$ cat src/rtl/avalon_bridge_pkg.sv
// Shared types and constants for the Avalon-MM wait-state bridge.
// State encodings are plain constants so legacy tooling can consume them.
package avalon_bridge_pkg;

    localparam int WAIT_CNT_W    = 8;
    localparam int TIMEOUT_CNT_W = 16;

    localparam logic [31:0] ABORT_DATA_DEFAULT = 32'hDEADBEEF;

    typedef logic [1:0] state_t;

    localparam state_t ST_IDLE  = 2'd0;
    localparam state_t ST_WAIT  = 2'd1;
    localparam state_t ST_ISSUE = 2'd2;
    localparam state_t ST_DONE  = 2'd3;

    typedef enum logic {
        TXN_RD = 1'b0,
        TXN_WR = 1'b1
    } txn_type_t;

endpackage

$ cat src/rtl/bridge_down_counter.sv
// Loadable down-counter with a terminal-count flag; load has priority over decrement.
// Decrementing saturates at zero so a stray dec can never wrap the count.
module bridge_down_counter #(
    parameter int WIDTH = 8
) (
    input  logic             clk,
    input  logic             reset,
    input  logic             load,
    input  logic [WIDTH-1:0] load_value,
    input  logic             dec,
    output logic             zero
);

    logic [WIDTH-1:0] count;

    always_ff @(posedge clk or posedge reset) begin
        if (reset) begin
            count <= '0;
        end else if (load) begin
            count <= load_value;
        end else if (dec && (count != '0)) begin
            count <= count - 1'b1;
        end
    end

    assign zero = (count == '0);

endmodule

$ cat src/rtl/avalon_wait_bridge.sv
// Avalon-MM pipeline stage: latches each CPU request, adds WAIT_CYCLES wait states,
// then drives the slave from the latched copy with a stall timeout and sticky error flags.
module avalon_wait_bridge
    import avalon_bridge_pkg::*;
#(
    parameter int          WAIT_CYCLES = 2,
    parameter int          TIMEOUT     = 64,
    parameter logic [31:0] ABORT_DATA  = ABORT_DATA_DEFAULT
) (
    input  logic        clk,
    input  logic        reset,
    input  logic [31:0] m_address,
    input  logic        m_read,
    input  logic        m_write,
    input  logic [31:0] m_writedata,
    input  logic [3:0]  m_byteenable,
    output logic        m_waitrequest,
    output logic [31:0] m_readdata,
    output logic [31:0] s_address,
    output logic        s_read,
    output logic        s_write,
    output logic [31:0] s_writedata,
    output logic [3:0]  s_byteenable,
    input  logic        s_waitrequest,
    input  logic [31:0] s_readdata,
    output logic [15:0] rd_count,
    output logic [15:0] wr_count,
    output logic        proto_err,
    output logic        timeout_err
);

    localparam bit HAS_WAIT = (WAIT_CYCLES > 0);
    localparam logic [WAIT_CNT_W-1:0] WAIT_LOAD =
        WAIT_CNT_W'((WAIT_CYCLES > 0) ? (WAIT_CYCLES - 1) : 0);
    localparam logic [TIMEOUT_CNT_W-1:0] TIMEOUT_LOAD =
        TIMEOUT_CNT_W'((TIMEOUT > 0) ? (TIMEOUT - 1) : 0);

    state_t    state;
    state_t    state_next;
    txn_type_t lat_type;
    logic      skip_count;

    logic req_one;
    logic req_both;
    logic req_changed;
    logic wait_load;
    logic wait_dec;
    logic wait_zero;
    logic to_load;
    logic to_dec;
    logic to_zero;
    logic issue_ok;
    logic issue_abort;

    assign req_one  = m_read ^ m_write;
    assign req_both = m_read & m_write;

    assign m_waitrequest = (m_read | m_write) && (state != ST_DONE);

    // Slave strobes are decoded from state so they can never leak outside ISSUE.
    assign s_read  = (state == ST_ISSUE) && (lat_type == TXN_RD);
    assign s_write = (state == ST_ISSUE) && (lat_type == TXN_WR);

    assign req_changed = (m_address    != s_address)
                      || (m_writedata  != s_writedata)
                      || (m_byteenable != s_byteenable)
                      || (m_read  != (lat_type == TXN_RD))
                      || (m_write != (lat_type == TXN_WR));

    assign wait_load = (state == ST_IDLE) && req_one && HAS_WAIT;
    assign wait_dec  = (state == ST_WAIT) && !wait_zero;

    assign to_load = ((state == ST_IDLE) && req_one && !HAS_WAIT)
                  || ((state == ST_WAIT) && wait_zero);
    assign to_dec  = (state == ST_ISSUE) && s_waitrequest && !to_zero;

    assign issue_ok    = (state == ST_ISSUE) && !s_waitrequest;
    assign issue_abort = (state == ST_ISSUE) && s_waitrequest && to_zero;

    bridge_down_counter #(
        .WIDTH (WAIT_CNT_W)
    ) u_wait_cnt (
        .clk        (clk),
        .reset      (reset),
        .load       (wait_load),
        .load_value (WAIT_LOAD),
        .dec        (wait_dec),
        .zero       (wait_zero)
    );

    bridge_down_counter #(
        .WIDTH (TIMEOUT_CNT_W)
    ) u_timeout_cnt (
        .clk        (clk),
        .reset      (reset),
        .load       (to_load),
        .load_value (TIMEOUT_LOAD),
        .dec        (to_dec),
        .zero       (to_zero)
    );

    always_comb begin
        state_next = state;
        case (state)
            ST_IDLE: begin
                if (req_both) begin
                    state_next = ST_DONE;
                end else if (req_one) begin
                    state_next = HAS_WAIT ? ST_WAIT : ST_ISSUE;
                end
            end
            ST_WAIT: begin
                if (wait_zero) begin
                    state_next = ST_ISSUE;
                end
            end
            ST_ISSUE: begin
                if (issue_ok || issue_abort) begin
                    state_next = ST_DONE;
                end
            end
            ST_DONE: begin
                state_next = ST_IDLE;
            end
            default: begin
                state_next = ST_IDLE;
            end
        endcase
    end

    always_ff @(posedge clk or posedge reset) begin
        if (reset) begin
            state        <= ST_IDLE;
            lat_type     <= TXN_RD;
            skip_count   <= 1'b0;
            s_address    <= '0;
            s_writedata  <= '0;
            s_byteenable <= '0;
            m_readdata   <= '0;
            rd_count     <= '0;
            wr_count     <= '0;
            proto_err    <= 1'b0;
            timeout_err  <= 1'b0;
        end else begin
            state <= state_next;

            if ((state == ST_IDLE) && req_one) begin
                s_address    <= m_address;
                s_writedata  <= m_writedata;
                s_byteenable <= m_byteenable;
                lat_type     <= m_read ? TXN_RD : TXN_WR;
                skip_count   <= 1'b0;
            end

            // Simultaneous read and write is rejected without touching the slave.
            if ((state == ST_IDLE) && req_both) begin
                proto_err  <= 1'b1;
                m_readdata <= '0;
                skip_count <= 1'b1;
            end

            if (((state == ST_WAIT) || (state == ST_ISSUE)) && req_changed) begin
                proto_err <= 1'b1;
            end

            if (issue_ok && (lat_type == TXN_RD)) begin
                m_readdata <= s_readdata;
            end

            if (issue_abort) begin
                timeout_err <= 1'b1;
                if (lat_type == TXN_RD) begin
                    m_readdata <= ABORT_DATA;
                end
            end

            // Aborted accesses still count; only rejected requests do not.
            if ((state == ST_DONE) && !skip_count) begin
                if (lat_type == TXN_RD) begin
                    rd_count <= rd_count + 16'd1;
                end else begin
                    wr_count <= wr_count + 16'd1;
                end
            end
        end
    end

endmodule
$ cat config.mk
export PLATFORM = sky130hd
export DESIGN_NAME = avalon_wait_bridge
export DESIGN_NICKNAME = d
export VERILOG_FILES = /design/src/rtl/avalon_bridge_pkg.sv /design/src/rtl/bridge_down_counter.sv /design/src/rtl/avalon_wait_bridge.sv
export SDC_FILE = /design/constraint.sdc
export NUM_CORES = 1
export LEC_CHECK = 0
export CAP_MARGIN = 15
export CORE_ASPECT_RATIO = 0.6
export CORE_MARGIN = 5
export CORE_UTILIZATION = 52
export CTS_BUF_LIST = sky130_fd_sc_hd__clkbuf_4 sky130_fd_sc_hd__clkbuf_8
export CTS_CLUSTER_SIZE = 30
export DETAILED_ROUTE_END_ITERATION = 10
export PLACE_DENSITY_LB_ADDON = 0.3
export SYNTH_ARGS = -nofsm -noshare
export SYNTH_HDL_FRONTEND = slang
export SYNTH_SLANG_ARGS = --single-unit
$ cat constraint.sdc
create_clock -name clk -period 7.83 [get_ports clk]
set_clock_uncertainty 0.2 [all_clocks]
set_input_delay 0.783 -clock clk [delete_from_list [all_inputs] [get_ports clk]]
set_output_delay 0.783 -clock clk [all_outputs]
set_load 0.05 [all_outputs]
==> run summary <==
The run finished with clean final reports. The net count of the finished layout is 1166. The root buffer cell is sky130_fd_sc_hd__clkbuf_8. Setup violations remaining at the end of the flow were counted as 0.

TritonCTS built the clock tree. After global routing the overflow that remains totals 0. In this run, synthesis produced a sequential element count of 162.

Yosys mapped a number of flops with a built-in enable equal to 0. Counting along the longest clock path gives a buffer depth of 2. The floorplan step set the die width to 167 um. Final worst-path cycle share: 44.6%. After clock tree synthesis, the clock-pin slew on the worst setup and hold paths is 90 ps.

The synthesized net count was 934. In the synthesized netlist the dominant register cell turns out to be sky130_fd_sc_hd__dfrtp_1. The number of gates resized after CTS was 0. The run gives 2510 ps as the signal arrival time at the worst endpoint.

STA classifies the critical path startpoint as an input pin. The number of global-route vias before repair was 6575; the number of buffers and inverters on the critical path was 3. Dividing the detail-routed wire length by the instance count gives 16.6 um. For the worst setup path, the data required time is 6850 ps.

VDD sags by at most 0.282 mV. The post-placement worst setup slack is 4350 ps. Based on the critical path, the design can be clocked at up to 287 MHz.

After legalization and detailed placement, the total HPWL measured 15.4 mm. Across all layers, the routed design uses 6417 vias. The signal on the critical path passes through clkdlybuf4s50_1, inv_1, ha_1, nor2_1, clkdlybuf4s50_1.

The most repeated library cell on the critical path was sky130_fd_sc_hd__clkdlybuf4s50_1. The number of input and output port buffers inserted was 241; the count of mapped cells out of synthesis was 817. STA classifies the critical path endpoint as an output port. The slowest stage of the critical path is the sky130_fd_sc_hd__clkdlybuf4s50_1 cell. The tools report the Yosys warning count as 0.

Post-CTS timing repair inserted 0 buffers for setup. In this run, distinct cell masters in the synthesized netlist total 45. For this run, design rule violations remaining after detail routing come to 0. The gate family responsible for the most delay along the worst path is buffers and inverters. The final wirelength was 20.9 mm; the H-tree level count was 4. The area of the core came out at 0.0145 sq mm.

From bottom edge to top edge, the die measures 104 um. For the setup total negative slack, the log shows 0 ps. The library cells used most frequently in the layout, excluding fill and tap cells, are sky130_fd_sc_hd__nand2_1, sky130_fd_sc_hd__clkdlybuf4s50_1, sky130_fd_sc_hd__dfrtp_1.

Routability-driven placement finished with a final weighted congestion of 0.827. The worst path meets setup with 4340 ps of slack. Setup repair after global routing left no endpoint under its margin. The initial utilization of the core area, before any placement, comes to 53.2%. Headroom to the max-slew limit came out at 32.4%. The run gives 5.03 nW as the leakage power total. Across every metal layer, demand over resource in global routing totals 24.2%. The die covers 0.0175 sq mm. In this run the worst path has a maximum fanout of 5.

Number of antenna violations at the first check in global routing: 0. The tool flagged a number of max-cap violations equal to 0. For the pin with the worst max-slew slack, the measured transition is 1010 ps. In this run, the number of DRC markers left after iteration 0 of detailed routing was 519.

For the number of clock sinks, the log shows 162. The logs give 34 for the number of placement rows and 440 ps for the latest clock arrival within the worst-skew pair. Power density over cell area: 415 mW/mm^2. The hold buffer count at cts was 0; the area growth from synthesis to final layout was 39.1%.

The number of clock buffers inserted by TritonCTS was 17; the iteration count of the initial detailed-routing pass was 5. The max-slew violation count is 0. The start-to-end type of the worst setup path is in2out. After synthesis, flip-flops and latches occupy 52.4% of the total area. 242 I/O pins were placed. The count of nets left with antenna violations once routing finished came out at 0. The cell area that synthesis handed to floorplanning was 0.00774 sq mm. The routed design could run at a clock period as short as 3490 ps. The tightest hold path in the finished design has a slack of 271 ps. The path class of the tightest hold or removal check is reg2reg. The fraction of registers with async set or reset after synthesis is 100%, and the per-cell via count in the routed design is 5.09. A synthesized cell averages 9.47 sq um. The ratio of cells with drive above 1 in the final layout was 6.87%; the first-pass GRT wire length was 34.2 mm.

0 antenna diodes ended up in the layout. Entering global routing, the biggest net connects 84 pins. The library cell used most frequently in the layout, excluding fill and tap cells, is sky130_fd_sc_hd__nand2_1. The largest stage delay on the critical path works out to 800 ps.

The run gives 0 as the hold violation count in the final report.
[flip-flops by register name, indices dropped and copies added, names as in the netlist, 2 cells and up]
name,flops
m_readdata,32
u_timeout_cnt.count,16
wr_count,16
s_address,32
s_writedata,32
rd_count,16
s_byteenable,4
u_wait_cnt.count,8
state,2
[through the flow]
step,cell area [sq um],utilization (%),instances,power [mW]
finish,10800,74.0,1260,4.47
global route,10800,74.0,1260,4.72
CTS,10700,73.8,1259,4.49
detailed placement,10300,70.8,1227,3.82
global placement,10300,70.8,1227,3.77
floorplan,7740,-,817,2.98
[routing by layer]
metal  global-route usage [%]  vias to the layer above  part of all wire (%)
met2                     36.7                      175                    45
li1                         -                     3129                     -
met5                        0                        -                     0
met3                     7.82                       19                   7.8
met4                     6.20                        0                   1.3
met1                     33.9                     3094                    46
[where the power goes]
group | leakage [nW] | switching [mW] | internal [mW]
clock | 0.213 | 0.326 | 0.338
combinational | 2.74 | 1.58 | 0.825
sequential | 2.08 | 0.269 | 1.14
[cell usage after synthesis, drive strengths merged (7+ instances only)]
cell / number / share of area [%]
xor2: 69 / 7.8
nor3: 7 / 0.45
nand2: 269 / 13
nor2: 34 / 1.6
a21oi: 11 / 0.71
nand3: 67 / 5.6
inv: 14 / 0.68
buf: 9 / 0.71
nand4: 20 / 1.6
ha: 12 / 1.9
o211ai: 7 / 0.68
and3: 8 / 0.65
nor4: 16 / 1.5
clkbuf: 26 / 1.3
xnor2: 48 / 5.4
dfrtp: 162 / 52
[final timing paths]
path	start	endpoint	slack, ps	cells past startpoint
min in group asynchronous	reset	wr_count[11]$_DFFE_PP0P_	640	2
max reg2reg	u_timeout_cnt.count[12]$_DFFE_PP0P_	m_readdata[4]$_DFF_PP0_	5090	5
max in group asynchronous	reset	s_byteenable[2]$_DFFE_PP0P_	5230	3
max	m_read	m_waitrequest	4340	5
min	wr_count[15]$_DFFE_PP0P_	wr_count[15]$_DFFE_PP0P_	270	1
min reg2reg	wr_count[15]$_DFFE_PP0P_	wr_count[15]$_DFFE_PP0P_	270	1
[area by class of cell]
class / count / area (sq um)
Clock buffer: 19 / 262
Clock inverter: 13 / 175
Fill cell: 1099 / 3790
Inverter: 14 / 57.6
Multi-Input combinational cell: 606 / 3480
Sequential cell: 162 / 4050
Tap cell: 198 / 248
Timing Repair Buffer: 248 / 2480
[logic make-up after synthesis]
family / Yosys count / share of synthesized area, %
mux: 3 / 0.437
simple gates: 442 / 26.6
buf+inv: 49 / 2.68
xor+xnor: 117 / 13.2
flops: 162 / 52.4
compound gates: 32 / 2.72
fa+ha+maj: 12 / 1.94
No activity file was read; power rests on OpenSTA's default activity.
==> patch 1 (same settings) <==
Set the package constant `WAIT_CNT_W` to 7 (it was 8).
--- a/src/rtl/avalon_bridge_pkg.sv
+++ b/src/rtl/avalon_bridge_pkg.sv
@@ -2,7 +2,7 @@
 // State encodings are plain constants so legacy tooling can consume them.
 package avalon_bridge_pkg;
 
-    localparam int WAIT_CNT_W    = 8;
+    localparam int WAIT_CNT_W    = 7;
     localparam int TIMEOUT_CNT_W = 16;
 
     localparam logic [31:0] ABORT_DATA_DEFAULT = 32'hDEADBEEF;
Behaviour: same outputs for any inputs over 4 cycles, from zero or initial values and one cycle with reset high; that may be too few to reach the edited logic, so the function may still have changed.
==> patch 1 against the unedited design <==
Hold slack worse by 0.0037 ns; non-clock buffer count shrank 1; wire length down 3.8%; sequential share of layout area grew 0.16 points; first-iteration DRC count shrank 6.4%; synthesized area shrank 0.61%; register-to-register slack got worse by 0.16 ns; core utilization fell by 0.55 points; critical path depth unchanged; cell area shrank 1.0%; sequential cell count is 1 lower; power decreased by 6.6%; worst setup slack got worse by 0.025 ns; critical path type unchanged; critical endpoint unchanged.
==> patch 1: results (changes against the unedited design) <==
- Final Non-Filler Cells: 1252 (was 1260)
- Vias: 6383 (was 6417)
- LEAKAGE: 4.98 nW (was 5.03 nW)
- R2R setup slack: 4.93 ns (was 5.09 ns)
- Largest net degree at the start of global routing: 110 (was 84)
- Detail Route met2 WL: 8830 µm (was 9480 µm)
- Status: finished, final reports clean (unchanged)
- Synth area leaders: dfrtp_1, nand2_1, xor2_1 (unchanged)
- Tightest Pin Transition: 0.956 ns (was 1.01 ns)
- First-pass GRT wire length: 32500 µm (was 34200 µm)
- Worst slack at placement: 4.30 ns (was 4.35 ns)
- Final Net Count: 1158 (was 1166)
- Synth top cells by count: nand2_1, dfrtp_1, xor2_1, xnor2_1, nand3_1 (unchanged)
- P_clk: 621 µW (was 664 µW)
- Placed Area: 10200 µm² (was 10300 µm²)
- DP HPWL: 14700 µm (was 15400 µm)
- Multi-input gates: 602 (was 606)
- CP max stage delay: 0.83 ns (was 0.80 ns)
- GPL Wtd Cong: 0.824 (was 0.827)
- Met3 WL: 1830 µm (was 1620 µm)
- GRT met1 Usage: 0.323 (was 0.339)
- Maximum VDD drop: 0.316 mV (was 0.282 mV)
- Drt initial violations: 486 (was 519)
- Fillers: 1051 (was 1099)
- Dpl cells: 1219 (was 1227)
- Syn nets: 929 (was 934)
- Data buffer area share: 0.233 (was 0.231)
-- patch 1: cell types whose count changed in the layout (fill, tap and decap cells not counted), moves of 4 or more --
| cell | before | now |
|---|---|---|
| a21oi_1 | 11 | 16 |
| clkbuf_4 | 0 | 4 |
| clkinv_4 | 6 | 0 |
| clkinvlp_4 | 2 | 6 |
| nand3_1 | 47 | 41 |
| nor2_1 | 34 | 28 |
| o211ai_1 | 7 | 2 |
| o31ai_1 | 0 | 4 |
| or3_1 | 2 | 6 |
-- patch 1: kinds of logic (layout without fill, tap and decap cells) --
| family | count (synthesis) | count (layout) | synth area share |
|---|---|---|---|
| AND/OR/NAND/NOR | 438 | 438 | 0.265 |
| flip-flops | 161 | 161 | 0.524 |
| XOR/XNOR | 112 | 112 | 0.128 |
| buffers and inverters | 49 | 291 | 0.0280 |
| AO/OA/AOI/OAI | 37 | 37 | 0.0321 |
| adder cells (fa/ha/maj) | 12 | 12 | 0.0195 |
| multiplexers | 3 | 3 | 0.00439 |
==> patch 2 (config.mk and constraints unchanged) <==
Made on the original files. Make the reset (`reset`) synchronous in 2 clocked blocks.
--- a/src/rtl/bridge_down_counter.sv
+++ b/src/rtl/bridge_down_counter.sv
@@ -13,7 +13,7 @@
 
     logic [WIDTH-1:0] count;
 
-    always_ff @(posedge clk or posedge reset) begin
+    always_ff @(posedge clk) begin
         if (reset) begin
             count <= '0;
         end else if (load) begin
--- a/src/rtl/avalon_wait_bridge.sv
+++ b/src/rtl/avalon_wait_bridge.sv
@@ -128,7 +128,7 @@
         endcase
     end
 
-    always_ff @(posedge clk or posedge reset) begin
+    always_ff @(posedge clk) begin
         if (reset) begin
             state        <= ST_IDLE;
             lat_type     <= TXN_RD;
Behaviour: differs if reset is asserted again (counterexample within 4 cycles, from zero or initial values and one cycle with reset high); with reset held inactive, the same outputs for 4 cycles.
==> patch 2 against the unedited design <==
Synthesized area is 6.8% lower; wire length is 2.4% higher; sequential power is 24% lower; synthesized cell count is 6.1% higher; worst setup slack worse by 0.015 ns; clock power is 3.8% lower; cell area is 6.5% lower; register-to-register slack better by 0.08 ns; sequential cell count stayed put; fmax is 0.43% lower; via count is 7.2% higher; power is 33% lower; first-iteration DRC count is 5.0% lower; largest cell class is now multi-input gates.
==> patch 2: results (changes against the unedited design) <==
- GRT met1 Usage: 0.342 (was 0.339)
- GR peak layer: met2 (unchanged)
- Vias: 6881 (was 6417)
- RR Endpoint: m_readdata[30] (was m_readdata[4])
- GPL Wtd Cong: 0.840 (was 0.827)
- WL/cell: 16.9 µm (was 16.6 µm)
- Met3 usage: 0.0882 (was 0.0782)
- R2R setup slack: 5.17 ns (was 5.09 ns)
- Status: finished, final reports clean (unchanged)
- Fillers: 1075 (was 1099)
- CP max stage delay: 0.85 ns (was 0.80 ns)
- Wire length on met1: 9300 µm (was 9540 µm)
- Synth area leaders: dfxtp_1, xor2_1, nand2_1 (was dfrtp_1, nand2_1, xor2_1)
- CP Max Fanout: 5 (unchanged)
- Hold Path Stages: 2 (was 1)
- R2r worst-path depth: 7 (was 5)
- Synth async-reset ratio: 0 (was 1.00)
- Final Net Count: 1199 (was 1166)
- XOR/XNOR Fraction of Synth Area: 0.135 (was 0.132)
- Syn nets: 985 (was 934)
- Seq/Total Area, Yosys: 0.450 (was 0.524)
- CTS Buffer Depth: 2 (unchanged)
- Largest net degree at the start of global routing: 91 (was 84)
- Post-synthesis compound-gate area fraction: 0.105 (was 0.0272)
- Placed Area: 9660 µm² (was 10300 µm²)
- Synth top cells by count: nand2_1, dfxtp_1, a21oi_1, xor2_1, nor2_1 (was nand2_1, dfrtp_1, xor2_1, xnor2_1, nand3_1)
- Yosys cell types: 43 (was 45)
- Top_reg_cell synth: dfxtp_1 (was dfrtp_1)
- Hold_sp: timeout_err (was wr_count[15])
- Hold Slack: 0.279 ns (was 0.271 ns)
- Met2 Track Usage GR: 0.423 (was 0.367)
- Number of global-route vias before repair: 6693 (was 6575)
- Maximum VDD drop: 0.158 mV (was 0.282 mV)
- LEAKAGE: 3.75 nW (was 5.03 nW)
- Detail Route met2 WL: 9950 µm (was 9480 µm)
- Tot GR Track Use: 0.260 (was 0.242)
- DP HPWL: 15300 µm (was 15400 µm)
- First-pass GRT wire length: 34700 µm (was 34200 µm)
- Drt initial violations: 493 (was 519)
- Worst slack at placement: 4.31 ns (was 4.35 ns)
- Met3 WL: 1920 µm (was 1620 µm)
- Share of cells above drive strength 1: 0.0475 (was 0.0687)
- Tightest Pin Transition: 1.14 ns (was 1.01 ns)
==> patch 2: cell count changes in the layout (fill, tap and decap cells not counted), moves of 18 or more <==
| cell | before | now |
|---|---|---|
| dfrtp_1 | 162 | 0 |
| dfxtp_1 | 0 | 162 |
| nand2_1 | 268 | 180 |
| a21oi_1 | 11 | 91 |
| a31oi_1 | 1 | 27 |
| xnor2_1 | 48 | 24 |
| nor2_1 | 34 | 53 |
| nand3_2 | 20 | 2 |
| xor2_1 | 69 | 87 |
==> patch 2: worst max-delay path by stage <==
stage / cells past startpoint / slack, ns / to
CTS: 5 / 4.31 / m_waitrequest
floorplan: 3 / 5.20 / m_waitrequest
detailed placement: 5 / 4.31 / m_waitrequest
global route: 5 / 4.23 / m_waitrequest
finish: 5 / 4.33 / m_waitrequest
global placement: 5 / 4.33 / m_waitrequest
==> patch 2: cell type report <==
class,count,area [µm²],area share
multi-input combinational,643,3700,0.368
sequential,162,3240,0.322
timing repair buffer,246,2450,0.243
clock buffer,18,241,0.0240
tap,175,219,0.0217
clock inverter,14,169,0.0168
inverter,11,43.8,0.00435
==> patch 2: stage by stage <==
step           std cells  utilization
6_report            1269        0.739
5_1_grt             1269        0.739
4_1_cts             1269        0.739
3_5_place_dp        1237        0.709
3_3_place_gp        1237        0.709
2_1_floorplan        867            -
==> patch 2: where the power goes <==
part           total [mW]  switching [mW]  internal, mW
combinational        1.28           0.834         0.449
sequential           1.07           0.116         0.959
clock               0.639           0.340         0.299
==> patch 2: critical path, delay by kind of cell <==
| family | cells | cell delay, ns |
|---|---|---|
| fa+ha+maj | 1 | 0.19 |
| buf+inv | 3 | 1.47 |
| simple gates | 1 | 0.08 |
